## src/rtl/vision_pkg.sv

```systemverilog
// Shared constants and FSM encoding for the tracking pipeline's centroid stage.
package vision_pkg;

    localparam int H_ACTIVE_DEF = 1024;
    localparam int V_ACTIVE_DEF = 768;

    localparam int CNT_W = 20;
    localparam int SUM_W = 30;
    localparam int X_W   = 11;
    localparam int Y_W   = 10;

    typedef enum logic [1:0] {
        ST_IDLE  = 2'd0,
        ST_DIV_X = 2'd1,
        ST_DIV_Y = 2'd2,
        ST_DONE  = 2'd3
    } cen_state_t;

endpackage

```

## src/rtl/seq_divider.sv

```systemverilog
// Restoring divider, one quotient bit per cycle. done/quotient are valid in the last
// iteration cycle, so a new start may be issued in that same cycle.
module seq_divider
    import vision_pkg::*;
(
    input  logic             clock,
    input  logic             reset,
    input  logic             start,
    input  logic [SUM_W-1:0] dividend,
    input  logic [CNT_W-1:0] divisor,
    output logic             done,
    output logic [SUM_W-1:0] quotient
);

    localparam int STEP_W = $clog2(SUM_W);

    logic [CNT_W-1:0]  rem_r;
    logic [CNT_W-1:0]  divisor_r;
    logic [SUM_W-1:0]  quo_r;
    logic [STEP_W-1:0] step_r;
    logic              active_r;

    logic [CNT_W:0]    shifted_s;
    logic [CNT_W:0]    diff_s;
    logic              ge_s;
    logic [CNT_W-1:0]  rem_nx_s;
    logic [SUM_W-1:0]  quo_nx_s;

    // One restoring step: shift in the next dividend bit and trial-subtract.
    always_comb begin
        shifted_s = {rem_r, quo_r[SUM_W-1]};
        diff_s    = shifted_s - {1'b0, divisor_r};
        ge_s      = (shifted_s >= {1'b0, divisor_r});
        if (ge_s) begin
            rem_nx_s = diff_s[CNT_W-1:0];
        end else begin
            rem_nx_s = shifted_s[CNT_W-1:0];
        end
        quo_nx_s = {quo_r[SUM_W-2:0], ge_s};
    end

    assign done     = active_r && (step_r == STEP_W'(SUM_W - 1));
    assign quotient = quo_nx_s;

    // Operand load on start, otherwise iterate while active.
    always_ff @(posedge clock) begin
        if (!reset) begin
            rem_r     <= {CNT_W{1'b0}};
            divisor_r <= {CNT_W{1'b0}};
            quo_r     <= {SUM_W{1'b0}};
            step_r    <= {STEP_W{1'b0}};
            active_r  <= 1'b0;
        end else if (start) begin
            rem_r     <= {CNT_W{1'b0}};
            divisor_r <= divisor;
            quo_r     <= dividend;
            step_r    <= {STEP_W{1'b0}};
            active_r  <= 1'b1;
        end else if (active_r) begin
            rem_r    <= rem_nx_s;
            quo_r    <= quo_nx_s;
            step_r   <= step_r + STEP_W'(1);
            active_r <= !done;
        end
    end

endmodule

```

## src/rtl/blob_centroid.sv

```systemverilog
// Per-frame centroid of the eroded mask; accumulates the next frame while dividing.
// Optional bounding-box outputs are built when CENTROID_BBOX_EN is defined.
module blob_centroid
    import vision_pkg::*;
#(
    parameter int H_ACTIVE  = H_ACTIVE_DEF,
    parameter int V_ACTIVE  = V_ACTIVE_DEF,
    parameter int PIXEL_LAG = 1,
    parameter int MIN_COUNT = 64
) (
    input  logic           clock,
    input  logic           reset,
    input  logic [X_W-1:0] hcount,
    input  logic [Y_W-1:0] vcount,
    input  logic           pixel,
    output logic [X_W-1:0] centroid_x,
    output logic [Y_W-1:0] centroid_y,
    output logic           found,
    output logic           valid,
    output logic           busy,
    output logic           overrun
`ifdef CENTROID_BBOX_EN
    ,
    output logic [X_W-1:0] bbox_xmin,
    output logic [X_W-1:0] bbox_xmax,
    output logic [Y_W-1:0] bbox_ymin,
    output logic [Y_W-1:0] bbox_ymax
`endif
);

    logic [X_W-1:0]   h_pipe_r [PIXEL_LAG];
    logic [Y_W-1:0]   v_pipe_r [PIXEL_LAG];
    logic [X_W-1:0]   hd_s;
    logic [Y_W-1:0]   vd_s;
    logic             armed_r, end_prev_r;
    logic             frame_start_s, end_cond_s, frame_end_s, qual_s;
    logic [CNT_W-1:0] cnt_r, cnt_snap_r;
    logic [SUM_W-1:0] sx_r, sy_r, sy_snap_r;
    logic [X_W-1:0]   qx_r;
    cen_state_t       state_r, state_nx_s;
    logic             cnt_ok_s, accept_s, go_div_s, busy_state_s, publish_s;
    logic             div_start_s, div_done_s;
    logic [SUM_W-1:0] div_dividend_s, div_quotient_s;
    logic [CNT_W-1:0] div_divisor_s;
    logic             valid_nx_s, busy_nx_s, found_nx_s, overrun_nx_s;
    logic [X_W-1:0]   cx_nx_s;
    logic [Y_W-1:0]   cy_nx_s;
    logic             unused_quo_s;

    // Coordinate delay line aligning hcount/vcount with the lagging pixel bit.
    always_ff @(posedge clock) begin
        if (!reset) begin
            for (int i = 0; i < PIXEL_LAG; i++) begin
                h_pipe_r[i] <= {X_W{1'b0}};
                v_pipe_r[i] <= {Y_W{1'b0}};
            end
        end else begin
            h_pipe_r[0] <= hcount;
            v_pipe_r[0] <= vcount;
            for (int i = 1; i < PIXEL_LAG; i++) begin
                h_pipe_r[i] <= h_pipe_r[i-1];
                v_pipe_r[i] <= v_pipe_r[i-1];
            end
        end
    end

    assign hd_s          = h_pipe_r[PIXEL_LAG-1];
    assign vd_s          = v_pipe_r[PIXEL_LAG-1];
    assign frame_start_s = (hd_s == {X_W{1'b0}}) && (vd_s == {Y_W{1'b0}});
    assign end_cond_s    = (hd_s == {X_W{1'b0}}) && (vd_s == Y_W'(V_ACTIVE));
    assign frame_end_s   = end_cond_s && !end_prev_r;
    assign qual_s        = armed_r && pixel && (hd_s < X_W'(H_ACTIVE)) && (vd_s < Y_W'(V_ACTIVE));
    assign busy_state_s  = (state_r == ST_DIV_X) || (state_r == ST_DIV_Y);
    assign cnt_ok_s      = (cnt_r >= CNT_W'(MIN_COUNT)) && (cnt_r != {CNT_W{1'b0}});
    assign accept_s      = frame_end_s && (state_r == ST_IDLE);
    assign go_div_s      = accept_s && cnt_ok_s;
    assign publish_s     = (state_r == ST_DIV_Y) && div_done_s;
    assign unused_quo_s  = ^div_quotient_s[SUM_W-1:X_W];

    // Arming, frame-end edge detect, accumulators and snapshot registers.
    always_ff @(posedge clock) begin
        if (!reset) begin
            armed_r    <= 1'b0;
            end_prev_r <= 1'b0;
            cnt_r      <= {CNT_W{1'b0}};
            sx_r       <= {SUM_W{1'b0}};
            sy_r       <= {SUM_W{1'b0}};
            cnt_snap_r <= {CNT_W{1'b0}};
            sy_snap_r  <= {SUM_W{1'b0}};
        end else begin
            armed_r    <= armed_r || frame_start_s;
            end_prev_r <= end_cond_s;
            if (frame_end_s) begin
                cnt_r <= {CNT_W{1'b0}};
                sx_r  <= {SUM_W{1'b0}};
                sy_r  <= {SUM_W{1'b0}};
            end else if (qual_s) begin
                cnt_r <= cnt_r + CNT_W'(1);
                sx_r  <= sx_r + SUM_W'(hd_s);
                sy_r  <= sy_r + SUM_W'(vd_s);
            end
            if (accept_s) begin
                cnt_snap_r <= cnt_r;
                sy_snap_r  <= sy_r;
            end
        end
    end

    // Divider is fed live sums at frame end (x), then the y snapshot when x finishes.
    always_comb begin
        div_start_s = go_div_s || ((state_r == ST_DIV_X) && div_done_s);
        if (state_r == ST_DIV_X) begin
            div_dividend_s = sy_snap_r;
            div_divisor_s  = cnt_snap_r;
        end else begin
            div_dividend_s = sx_r;
            div_divisor_s  = cnt_r;
        end
    end

    seq_divider u_div (
        .clock    (clock),
        .reset    (reset),
        .start    (div_start_s),
        .dividend (div_dividend_s),
        .divisor  (div_divisor_s),
        .done     (div_done_s),
        .quotient (div_quotient_s)
    );

    // FSM state register plus x-quotient hold register.
    always_ff @(posedge clock) begin
        if (!reset) begin
            state_r <= ST_IDLE;
            qx_r    <= {X_W{1'b0}};
        end else begin
            state_r <= state_nx_s;
            if ((state_r == ST_DIV_X) && div_done_s) begin
                qx_r <= div_quotient_s[X_W-1:0];
            end
        end
    end

    // FSM next-state logic.
    always_comb begin
        state_nx_s = state_r;
        case (state_r)
            ST_IDLE: begin
                if (frame_end_s) begin
                    state_nx_s = cnt_ok_s ? ST_DIV_X : ST_DONE;
                end else begin
                    state_nx_s = ST_IDLE;
                end
            end
            ST_DIV_X: state_nx_s = div_done_s ? ST_DIV_Y : ST_DIV_X;
            ST_DIV_Y: state_nx_s = div_done_s ? ST_DONE : ST_DIV_Y;
            ST_DONE:  state_nx_s = ST_IDLE;
            default:  state_nx_s = ST_IDLE;
        endcase
    end

    // FSM output logic: next values for the registered outputs, aligned to state entry.
    always_comb begin
        valid_nx_s = 1'b0;
        busy_nx_s  = 1'b0;
        found_nx_s = found;
        case (state_nx_s)
            ST_DONE: begin
                valid_nx_s = 1'b1;
                found_nx_s = (state_r == ST_DIV_Y);
            end
            ST_DIV_X, ST_DIV_Y: busy_nx_s = 1'b1;
            default:            busy_nx_s = 1'b0;
        endcase
        if (publish_s) begin
            cx_nx_s = qx_r;
            cy_nx_s = div_quotient_s[Y_W-1:0];
        end else begin
            cx_nx_s = centroid_x;
            cy_nx_s = centroid_y;
        end
        if (frame_end_s && busy_state_s) begin
            overrun_nx_s = 1'b1;
        end else begin
            overrun_nx_s = overrun;
        end
    end

    // Output registers.
    always_ff @(posedge clock) begin
        if (!reset) begin
            centroid_x <= {X_W{1'b0}};
            centroid_y <= {Y_W{1'b0}};
            found      <= 1'b0;
            valid      <= 1'b0;
            busy       <= 1'b0;
            overrun    <= 1'b0;
        end else begin
            centroid_x <= cx_nx_s;
            centroid_y <= cy_nx_s;
            found      <= found_nx_s;
            valid      <= valid_nx_s;
            busy       <= busy_nx_s;
            overrun    <= overrun_nx_s;
        end
    end

`ifdef CENTROID_BBOX_EN
    logic [X_W-1:0] xmin_r, xmax_r, xmin_snap_r, xmax_snap_r;
    logic [Y_W-1:0] ymin_r, ymax_r, ymin_snap_r, ymax_snap_r;

    // Running extents, snapshot at accepted frame end, published with the centroid.
    always_ff @(posedge clock) begin
        if (!reset) begin
            xmin_r      <= {X_W{1'b1}};
            xmax_r      <= {X_W{1'b0}};
            ymin_r      <= {Y_W{1'b1}};
            ymax_r      <= {Y_W{1'b0}};
            xmin_snap_r <= {X_W{1'b0}};
            xmax_snap_r <= {X_W{1'b0}};
            ymin_snap_r <= {Y_W{1'b0}};
            ymax_snap_r <= {Y_W{1'b0}};
            bbox_xmin   <= {X_W{1'b0}};
            bbox_xmax   <= {X_W{1'b0}};
            bbox_ymin   <= {Y_W{1'b0}};
            bbox_ymax   <= {Y_W{1'b0}};
        end else begin
            if (frame_end_s) begin
                xmin_r <= {X_W{1'b1}};
                xmax_r <= {X_W{1'b0}};
                ymin_r <= {Y_W{1'b1}};
                ymax_r <= {Y_W{1'b0}};
            end else if (qual_s) begin
                xmin_r <= (hd_s < xmin_r) ? hd_s : xmin_r;
                xmax_r <= (hd_s > xmax_r) ? hd_s : xmax_r;
                ymin_r <= (vd_s < ymin_r) ? vd_s : ymin_r;
                ymax_r <= (vd_s > ymax_r) ? vd_s : ymax_r;
            end
            if (accept_s) begin
                xmin_snap_r <= xmin_r;
                xmax_snap_r <= xmax_r;
                ymin_snap_r <= ymin_r;
                ymax_snap_r <= ymax_r;
            end
            if (publish_s) begin
                bbox_xmin <= xmin_snap_r;
                bbox_xmax <= xmax_snap_r;
                bbox_ymin <= ymin_snap_r;
                bbox_ymax <= ymax_snap_r;
            end
        end
    end
`endif

endmodule

```

## config.mk

```make
export PLATFORM = sky130hd
export DESIGN_NAME = blob_centroid
export DESIGN_NICKNAME = d
export VERILOG_FILES = /design/src/rtl/vision_pkg.sv /design/src/rtl/seq_divider.sv /design/src/rtl/blob_centroid.sv
export SDC_FILE = /design/constraint.sdc
export NUM_CORES = 1
export LEC_CHECK = 0
export ABC_AREA = 1
export CAP_MARGIN = 10
export CORE_MARGIN = 3
export CORE_UTILIZATION = 40
export DETAILED_ROUTE_END_ITERATION = 8
export SLEW_MARGIN = 20
export SYNTH_ARGS = -nofsm -noshare
export SYNTH_HDL_FRONTEND = slang
export SYNTH_SLANG_ARGS = --single-unit
```

## constraint.sdc

```tcl
create_clock -name clock -period 2.3 [get_ports clock]
set_clock_uncertainty 0.2 [all_clocks]
set_input_delay 0.46 -clock clock [delete_from_list [all_inputs] [get_ports clock]]
set_output_delay 0.46 -clock clock [all_outputs]
set_load 0.01 [all_outputs]
```

# [Word level (Yosys, flattened, before mapping)]
# Memories as Yosys holds them, arrays and structs flattened.
# Index checks and enable logic that the tools add are counted.
[word_totals] elab_cells=88 ff_bits=246 mem_count=2 ram_bits=21 input_bits=24 output_inout_bits=25
[mem_list] memory="h_pipe_r" depth=1 width=11 read_ports=1 rd_clocked_by_memory_dff=0 wr=1 line="blob_centroid.sv:31" rtl="logic [X_W-1:0] h_pipe_r [PIXEL_LAG];"
[mem_list] memory="v_pipe_r" depth=1 width=10 read_ports=1 rd_clocked_by_memory_dff=0 wr=1 line="blob_centroid.sv:32" rtl="logic [Y_W-1:0] v_pipe_r [PIXEL_LAG];"
[op_classes] n_eq_ne=8 n_mux=20 n_reduce_logical=28 addsub=5 bitwise_logic=1 order_cmp=4
[op_table] operator="2-to-1 mux 30 bit" count=3
[op_table] operator="2-to-1 mux 20 bit" count=2
[op_table] operator="adder 30 x 10 -> 30 bit" count=1
[op_table] operator="adder 30 x 11 -> 30 bit" count=1
[op_table] operator=">= comparator 21 x 20 -> 1 bit" count=1
[op_table] operator="adder 20 x 1 -> 20 bit (second input constant)" count=1
[op_table] operator=">= comparator 20 x 7 -> 1 bit (second input constant)" count=1
[op_table] operator="nonzero test 20 bit" count=1
[op_table] operator="subtractor 20 bit" count=1
[op_table] operator="logical AND 1 bit" count=13
[op_table] operator="zero test 11 bit" count=1
[op_table] operator="< comparator 11 bit (second input constant)" count=1
[op_table] operator="2-to-1 mux 11 bit" count=1
[op_table] operator="OR reduction 11 bit" count=1
[op_table] operator="== test 10 bit (second input constant)" count=1
[op_table] operator="zero test 10 bit" count=1
[op_table] operator="< comparator 10 bit (second input constant)" count=1
[op_table] operator="2-to-1 mux 10 bit" count=1
[op_table] operator="OR reduction 10 bit" count=1
[op_table] operator="2-to-1 mux 1 bit" count=9
[op_table] operator="== test 2 bit (second input constant)" count=4
[op_table] operator="case mux 2 bit (4 select lines)" count=1
[op_table] operator="2-to-1 mux 2 bit" count=3
[op_table] operator="OR reduction 2 bit" count=3
[op_table] operator="8 further kinds" count=12

# [Depth between registers and ports, before layout]
# Gate-level depths: netlist of the first run.
[depth] ltp_word=8 ltp_mapped=15 mapped_depth_nobuf=14

# [Hierarchy]
# From an unflattened synthesis of the first run, not the netlist that was laid out.
[unflattened] cells_unflattened=2201 area_unflattened_um2=14480.1
[modules_own_cells] module="blob_centroid" cells_each=1452 n_inst=1 area_per_inst_um2=9544.2 seq_area_each_um2=3823.7
[modules_own_cells] module="seq_divider" cells_each=749 n_inst=1 area_per_inst_um2=4936.0 seq_area_each_um2=1521.5

# [Worst setup path before layout of the first run]
# OpenSTA, ideal clock, no wires.
[synth_path] kind="flip-flop to flip-flop" from="reg sx_r[0]" to="reg sx_r[26]" arrival_ps=1921 period_less_slack_ps=2248 path_stages_with_launch=12 path_slack_ps=52 n_path_buf=0 required_ps=1972 setup_time_ps=128 cell_sequence="dfxtp_1 -> ha_1 -> inv_1 -> fa_1 -> o21ai_0 -> nand2_1 -> nand2_1 -> nand2_1 -> a21oi_1 -> nand4_1 -> nand2_1 -> nor2_1"
[synth_via] elab_chain_cells=1
[synth_lines] element="start: declaration" line="blob_centroid.sv:38" rtl="logic [SUM_W-1:0] sx_r, sy_r, sy_snap_r;"
[synth_lines] element="start signal: assignment" line="blob_centroid.sv:86" rtl="sx_r <= {SUM_W{1'b0}};"
[synth_lines] element="start signal: assignment" line="blob_centroid.sv:95" rtl="sx_r <= {SUM_W{1'b0}};"
[synth_lines] element="start signal: assignment" line="blob_centroid.sv:99" rtl="sx_r <= sx_r + SUM_W'(hd_s);"
[synth_lines] element="adder 30 x 11 -> 30 bit" line="blob_centroid.sv:99"
# No other way between the ends.
# A chain may end at the register's enable or synchronous reset.

# [Final worst setup path of the first run]
[layout_path] from="reg sx_r[0]" to="reg sx_r[28]"
# Same word-level chain as after synthesis.

==> results.tsv, run 1 <==
stage	metric	value	unit
outcome	outcome	finished, final reports clean	
routing	drt_first_iter_violations	888	
timing	timing.final.crit_share	96.17	%
grt	first_global_vias	12820	
grt	globalRoute.totalOverflow	0	
synthesis	synth-warning-count	0	
critical_path	critical_path_peak_fanout	4	
synthesis	netlist_area	0.01408	mm2
timing	report.final.setup_viol	0	
placed_design	number_of_buffer_cells_added_on_primary_ports	48	
critical_path	worstSetupStartpointType	flop	
timing	rsz0062_at_grt	yes	
synthesis	mapped_nets	2217	
floorplanning	die_y	193.6	um
floorplanning	floorplan.initialDensity	40.66	%
critical_path	critPathArrivalTime	2480	ps
routing	met2_wl_post_dr	17270	um
synthesis	netlist_top_cells_count	nand2_1 (622), dfxtp_1 (267), inv_1 (254), a21oi_1 (215), nor2_1 (187)	
synthesis	ys_seq_area_share	37.96	%
grt	wire_length_of_the_first_global_routing_pass	63360	um
synthesis	synth_cells	2139	
floorplanning	fp.dieArea	0.03749	mm2
pwr	leakagePower	7.388	nW
placed_design	postPlaceCellArea	0.01599	mm2
routing	dr_wl_met3	1454	um
worst_hold_path	worst_hold_depth	3	
floorplanning	placeable_core_region	0.03463	mm2
timing	relSlewSlack	57.02	%
final_layout	antenna_cells_inserted	0	
grt	antenna_violations_before_repair	0	
timing	hold_viol_final	0	
final_layout	drive_above_1_share	13.12	%
synthesis	synthTopCellsByArea	dfxtp_1 (38%), nand2_1 (17%), a21oi_1 (7.6%)	
job	drv.max_cap_violation_count	0	
routing	drt_drc_violations_left	0	
cts	numCtsBuffers	31	
critical_path	startpoint	sx_r[0]	
synthesis	synth_flop_cell	dfxtp_1	
critical_path	crit_required	2570	ps
synthesis	top_cell_type_s_share_of_synthesized_area	37.96	%
pwr	p_total	10.01	mW
cts	tritoncts	built	
routing	num_vias	13720	
routing	antenna_left	0	
routing	post_drt_wl_per_cell	13.94	um
timing	holdWs	200.8	ps
critical_path	rr_startpoint	sx_r[0]	
routing	wl_met1	18880	um
critical_path	worst-r2r-cell-count	13	
routing	drt_wl_total	38340	um
final_layout	final_nets	2348	
critical_path	timing.setup.critical_path_class	flop to flop	
timing	timing.final.max_slew_violations	0	
critical_path	crit_path_end_kind	flop	
routing	post_drt_via_cell_ratio	4.989	
routing	dr.pass1.iters	5	
worst_hold_path	worstHoldPathType	input pin to flop	
cts	clock_tree.htree_level_count	1	
grt	grt_use_total	19.77	%
cts	clock_tree.root_cell	clkbuf_16	
floorplanning	die_w	193.6	um
cts	worstSkewPairLatency	580	ps
final_layout	final_design_area_no_fill	0.01758	mm2
timing	timing_worst_slew_pin_value	644.7	ps
final_layout	layout.core_utilization	50.77	%
worst_hold_path	min-delay-start	hcount[0]	
synthesis	post_syn_area_per_cell	6.582	um2
pwr	powerDensity	569.6	mW/mm2
placed_design	gp_congestion	0.9260	
pwr	worst_ir_drop_vdd	0.6127	mV
cts	cts_sinks	267	
synthesis	synthesis_stage_register_bit_count	267	
synthesis	yosys.area.top_type	dfxtp_1	
final_layout	synthToLayoutAreaGrowth	24.86	%
floorplanning	top_level_ports	49	
cts	worst_setup_hold_path_clk_slew	60	ps
synthesis	synth_edf_count	0	
synthesis	yosysMostFrequentCell	nand2_1	
final_layout	n_fill_cell	3447	
routing	route.top_layer_used	met4	
floorplanning	placement_rows	68	
synthesis	synth_cell_types	35	
placed_design	post-dp-hpwl	27750	um
cts	worst_case_clock_buffer_depth	3	
timing	layout_min_cycle_time	2212	ps
synthesis	synthArstFlopShare	0	%
grt	grt_max_degree	66	
timing	timing.fmax	452.1	MHz
## power by group
part / switching (mW) / total, mW / leakage [nW] / internal, mW
logic: 0.153 / 0.256 / 4.70 / 0.103
clock network: 2.02 / 5.10 / 0.530 / 3.08
registers: 0.0155 / 4.66 / 2.16 / 4.65
total: 2.19 / 10.0 / 7.39 / 7.83
## layout make-up
cell class,count,area (um2),share of cell area [%]
multi-input combinational,1518,7795,44.34
sequential,267,5354,30.46
timing repair buffer,193,1810,10.30
inverter,259,973.4,5.537
clock buffer,44,904.6,5.146
tap,455,569.3,3.238
clock inverter,14,172.7,0.9822
## placed cells by master (no fill, tap or decap), types with 3 or more instances in the layout
master / Yosys / final
a211oi_1: 9 / 9
a21boi_0: 4 / 3
a21o_1: 3 / 3
a21oi_1: 215 / 204
a21oi_2: 0 / 10
buf_12: 0 / 18
buf_4: 0 / 122
buf_6: 0 / 3
bufinv_16: 0 / 3
clkbuf_1: 63 / 5
clkbuf_16: 0 / 31
clkbuf_8: 0 / 8
clkdlybuf4s50_1: 0 / 47
clkinv_2: 0 / 7
dfxtp_1: 267 / 260
dfxtp_2: 0 / 7
fa_2: 0 / 3
ha_1: 51 / 32
ha_4: 0 / 17
inv_1: 254 / 242
inv_2: 4 / 15
nand2_1: 622 / 609
nand2_2: 3 / 14
nand3_1: 142 / 132
nand3_2: 1 / 11
nand3b_1: 20 / 20
nand4_1: 40 / 40
nor2_1: 187 / 181
nor2_2: 1 / 5
nor3_1: 30 / 27
nor3_2: 0 / 3
nor4_1: 4 / 4
o21a_1: 4 / 4
o21ai_0: 98 / 90
o21ai_1: 27 / 32
o21ai_2: 0 / 3
or2_2: 5 / 5
xnor2_1: 13 / 13
xor2_1: 27 / 27
## per-stage QoR
| step | TNS, ps | worst slack (ps) | std cells |
|---|---|---|---|
| after CTS | -11.83 | -5.989 | 2744 |
| after global placement | -4681 | -212.4 | 2684 |
| final | 0 | 88.02 | 2750 |
| after global routing | -38.99 | -22.44 | 2750 |
| after detailed placement | -6049 | -216.6 | 2684 |
| after floorplan | 0 | 51.71 | 2139 |
## kinds of logic after synthesis
family	synth area share, %
and+or+nand+nor	31.56
AOI/OAI and AO/OA	13.38
buffers and inverters	9.642
DFF	37.96
adders and majority gates	4.959
xor gates and xnor gates	2.488
## sequential cells by signal, summed over array words and instances (netlist names), 2 cells and up
| signal | flops |
|---|---|
| centroid_y | 10 |
| state_r | 2 |
| qx_r | 11 |
| u_div.quo_r | 30 |
| cnt_r | 20 |
| centroid_x | 11 |
| u_div.step_r | 5 |
| sx_r | 30 |
| u_div.divisor_r | 20 |
| v_pipe_r | 10 |
| sy_r | 30 |
| cnt_snap_r | 20 |
| u_div.rem_r | 20 |
| sy_snap_r | 30 |
| h_pipe_r | 11 |
## repair_timing
item                                   in CTS  in global routing
buffers inserted                            0                  6
setup endpoints to repair                  26                100
cloned                                      1                  0
pin swaps                                   0                 19
endpoints found under the hold margin       3                  0
gates resized for setup                    13                 98
hold buffers                                1                  0
## critical path, stage by stage, from the launching register on
cell	delay (ps)
dfxtp_1	340
ha_1	170
inv_1	60
fa_2	360
o21ai_2	140
buf_4	150
nand4_1	80
nand3_1	180
buf_4	150
nand2_1	40
nand2_1	60
nand2_1	60
nand2_1	60
a21oi_1	50
## final timing paths
| path | slack (ps) | to |
|---|---|---|
| worst max-delay path | 90 | sx_r[28] |
| worst min-delay path | 200 | h_pipe_r[0][0] |
| worst max register to register | 90 | sx_r[28] |
| worst min register to register | 250 | overrun |
## per-layer routing
metal  track usage [%]  vias up
li1                  -     7140
met1             27.76     6291
met2             33.01      232
met3             2.050       56
met4             4.447        0
met5                 0        -
(Power assumes the default switching activity.)
==> inputs of run 2 (changes only) <==
--- a/constraint.sdc
+++ b/constraint.sdc
@@ -3,3 +3,3 @@
 set_input_delay 0.46 -clock clock [delete_from_list [all_inputs] [get_ports clock]]
 set_output_delay 0.46 -clock clock [all_outputs]
-set_load 0.01 [all_outputs]
+set_load 0.005 [all_outputs]
==> results of run 2 <==
The final DEF is identical to that of run 1. Status: finished, final reports clean.
==> inputs of run 3 (changes only) <==
- MAX_ROUTING_LAYER: not set -> met4
- SYNTH_HIERARCHICAL: not set -> 1
==> run 3 against run 2 <==
Final area decreased by 0.56%. Flip-flop and latch count unchanged. Non-clock buffer count is 48 lower. Register-to-register slack got worse by 60 ps. Core utilization decreased by 0.78 points. Sequential power is essentially flat. Global-route usage down 0.15 points. Via count fell by 0.77%. Final cell count fell by 0.44%. Area after synthesis rose by 1.8%. First-iteration DRC count rose by 15%. Largest power group unchanged. Critical path depth decreased by 1. Critical path type unchanged.
==> results.tsv, run 3 <==
stage	metric	value	unit	change
floorplanning	die_w	195.3	um	was 193.6 um
grt	wire_length_of_the_first_global_routing_pass	61500	um	was 63360 um
final_layout	layout_commonest_cell	nand2_1		unchanged
critical_path	cp_slowest_cell	dfxtp_2		was fa_2
synthesis	post_syn_area_per_cell	6.571	um2	was 6.582 um2
grt	first_global_vias	12660		was 12820
final_layout	antenna_cells_inserted	0		unchanged
floorplanning	die_y	195.3	um	was 193.6 um
cts	numCtsBuffers	30		was 31
critical_path	crit_path_end_kind	flop		unchanged
critical_path	worstSetupStartpointType	flop		unchanged
timing	hold_viol_final	0		unchanged
timing	timing.fmax	440.2	MHz	was 452.1 MHz
grt	grt_use_total	19.63	%	was 19.77%
timing	timing.final.crit_share	98.78	%	was 96.17%
placed_design	number_of_buffer_cells_added_on_primary_ports	48		unchanged
synthesis	netlist_area	0.01434	mm2	was 0.01408 mm2
timing	post-route-worst-setup-slack	28.11	ps	was 88.02 ps
critical_path	critPathArrivalTime	2530	ps	was 2480 ps
routing	antenna_left	0		unchanged
synthesis	synth_cells	2182		was 2139
timing	layout_min_cycle_time	2272	ps	was 2212 ps
cts	cts_sinks	267		unchanged
floorplanning	placeable_core_region	0.03497	mm2	was 0.03463 mm2
critical_path	startpoint	h_pipe_r[0][5]		was sx_r[0]
synthesis	mapped_nets	2260		was 2217
timing	relSlewSlack	62.40	%	was 57.02%
timing	report.final.setup_viol	0		unchanged
floorplanning	fp.dieArea	0.03815	mm2	was 0.03749 mm2
critical_path	crit_required	2560	ps	was 2570 ps
placed_design	gp_congestion	0.9233		was 0.9260
cts	cts_hold_buf	0		was 1
worst_hold_path	min-delay-start	reset		was hcount[0]
timing	final.setup.tns	0	ps	unchanged
routing	post_drt_via_cell_ratio	4.972		was 4.989
critical_path	worst-r2r-cell-count	12		was 13
floorplanning	floorplan.initialDensity	41.00	%	was 40.66%
placed_design	dp_slack	-62.06	ps	was -216.6 ps
floorplanning	placement_rows	68		unchanged
cts	worstSkewPairLatency	580	ps	about the same
routing	drt_wl_total	37970	um	was 38340 um
critical_path	rrSetupSlack	30	ps	was 90 ps
critical_path	family_with_the_most_delay_on_the_worst_path	simple AND/OR/NAND/NOR gates		was adder cells
worst_hold_path	end_point_of_the_most_critical_hold_path	u_div/divisor_r[1]		was h_pipe_r[0][0]
floorplanning	top_level_ports	49		unchanged
grt	globalRoute.totalOverflow	0		unchanged
grt	antenna_violations_before_repair	0		unchanged
pwr	leakagePower	7.507	nW	was 7.388 nW
pwr	p_total	10.10	mW	was 10.01 mW
pwr	powerDensity	577.9	mW/mm2	was 569.6 mW/mm2
critical_path	timing.setup.critical_path_class	flop to flop		unchanged
routing	drt_drc_violations_left	0		unchanged
critical_path	critical_path_peak_fanout	25		was 4
cts	tritoncts	built		unchanged
final_layout	synthToLayoutAreaGrowth	21.92	%	was 24.86%
outcome	outcome	finished, final reports clean		unchanged
final_layout	final_nets	2340		was 2348
critical_path	critical_path.reg2reg.endpoint	u_div/step_r[4]		was sx_r[28]
timing	timing_worst_slew_pin_value	558.0	ps	was 644.7 ps
routing	drt_first_iter_violations	1022		was 888
cts	clock_tree.root_cell	clkbuf_16		unchanged
critical_path	cp_num_buf_inv	3		unchanged
critical_path	timing.critical_path.slowest_cell_delay	320	ps	was 360 ps
final_layout	n_fill_cell	3512		was 3447
synthesis	synth-warning-count	6		was 0
final_layout	mostFrequentLayoutCells	nand2_1 (659), inv_1 (270), dfxtp_1 (263)		was nand2_1 (609), dfxtp_1 (260), inv_1 (242)
pwr	worst_ir_drop_vdd	0.5602	mV	was 0.6127 mV
routing	post_drt_wl_per_cell	13.87	um	was 13.94 um
critical_path	crit_path_frequent_cell	inv_2		was nand2_1
routing	dr.pass1.iters	5		unchanged
routing	num_vias	13610		was 13720
timing	rsz0062_at_grt	yes		unchanged
worst_hold_path	worst_hold_depth	3		unchanged
grt	grt_max_degree	67		was 66
worst_hold_path	worstHoldPathType	input pin to flop		unchanged
final_layout	drive_above_1_share	12.22	%	was 13.12%
cts	worst_setup_hold_path_clk_slew	60	ps	about the same
critical_path	rr_startpoint	h_pipe_r[0][5]		was sx_r[0]
cts	worst_case_clock_buffer_depth	3		unchanged
cts	clock_tree.htree_level_count	1		unchanged
placed_design	post-dp-hpwl	27420	um	was 27750 um
timing	timing.final.max_slew_violations	0		unchanged
job	drv.max_cap_violation_count	0		unchanged
critical_path	crit_path_cell_trace	nor2_2, nand2_2, nor3_4, nand3b_4, nor2_4, inv_2, o21ai_4, inv_2, nand2_1, buf_12, a21oi_1, o21a_1		was ha_1, inv_1, fa_2, o21ai_2, buf_4, nand4_1, nand3_1, buf_4, nand2_1, nand2_1, nand2_1, nand2_1, a21oi_1
[run 3: worst max path at each step]
stage | end | slack, ps | cells after the start
floorplan | u_div/quo_r[28] | 8 | 14
global placement | cnt_r[17] | -50 | 10
detailed placement | sy_r[29] | -60 | 9
CTS | sx_r[16] | 10 | 15
global route | u_div/quo_r[2] | -90 | 13
finish | u_div/step_r[4] | 30 | 12
[run 3: tightest hold or removal path: cells and delay by family]
kind / cells / cell delay [ps]
AO/OA/AOI/OAI: 2 / 130
buffers and inverters: 1 / 200
[run 3: power by group]
group / switching [mW] / internal (mW)
registers: 0.0125 / 4.65
clock network: 1.95 / 3.20
logic: 0.174 / 0.120
total: 2.14 / 7.97
[run 3: area by class of cell]
cell class | count | area [um2] | area share, %
multi-input combinational | 1534 | 7990 | 45.71
timing repair buffer | 145 | 1418 | 8.110
sequential | 267 | 5350 | 30.61
inverter | 284 | 1071 | 6.127
clock buffer | 41 | 872.1 | 4.989
tap | 455 | 569.3 | 3.257
clock inverter | 12 | 210.2 | 1.202
[run 3: metrics by stage]
step	area [um2]	hold slack [ps]	util (%)	cells
4_1_cts	16840	54.23	48.16	2730
3_3_place_gp	15730	241.3	44.98	2677
6_report	17480	90.45	49.99	2738
3_5_place_dp	15730	251.1	44.98	2677
5_1_grt	17480	100.9	49.99	2738
2_1_floorplan	14390	233.2	-	2182
[run 3: metal layers]
metal	track usage, %	up-vias	wire length [um]
li1	-	7093	-
met2	31.18	290	17230
met3	2.536	54	1790
met1	26.64	6177	18180
met5	-	-	0
met4	4.938	0	766
[run 3: repair_timing]
action / 4_1_cts / 5_1_grt
cloned: 0 / 3
pin swaps: 0 / 23
setup buffers: 0 / 5
gates resized for setup: 6 / 134
endpoints found under the setup margin: 14 / 106
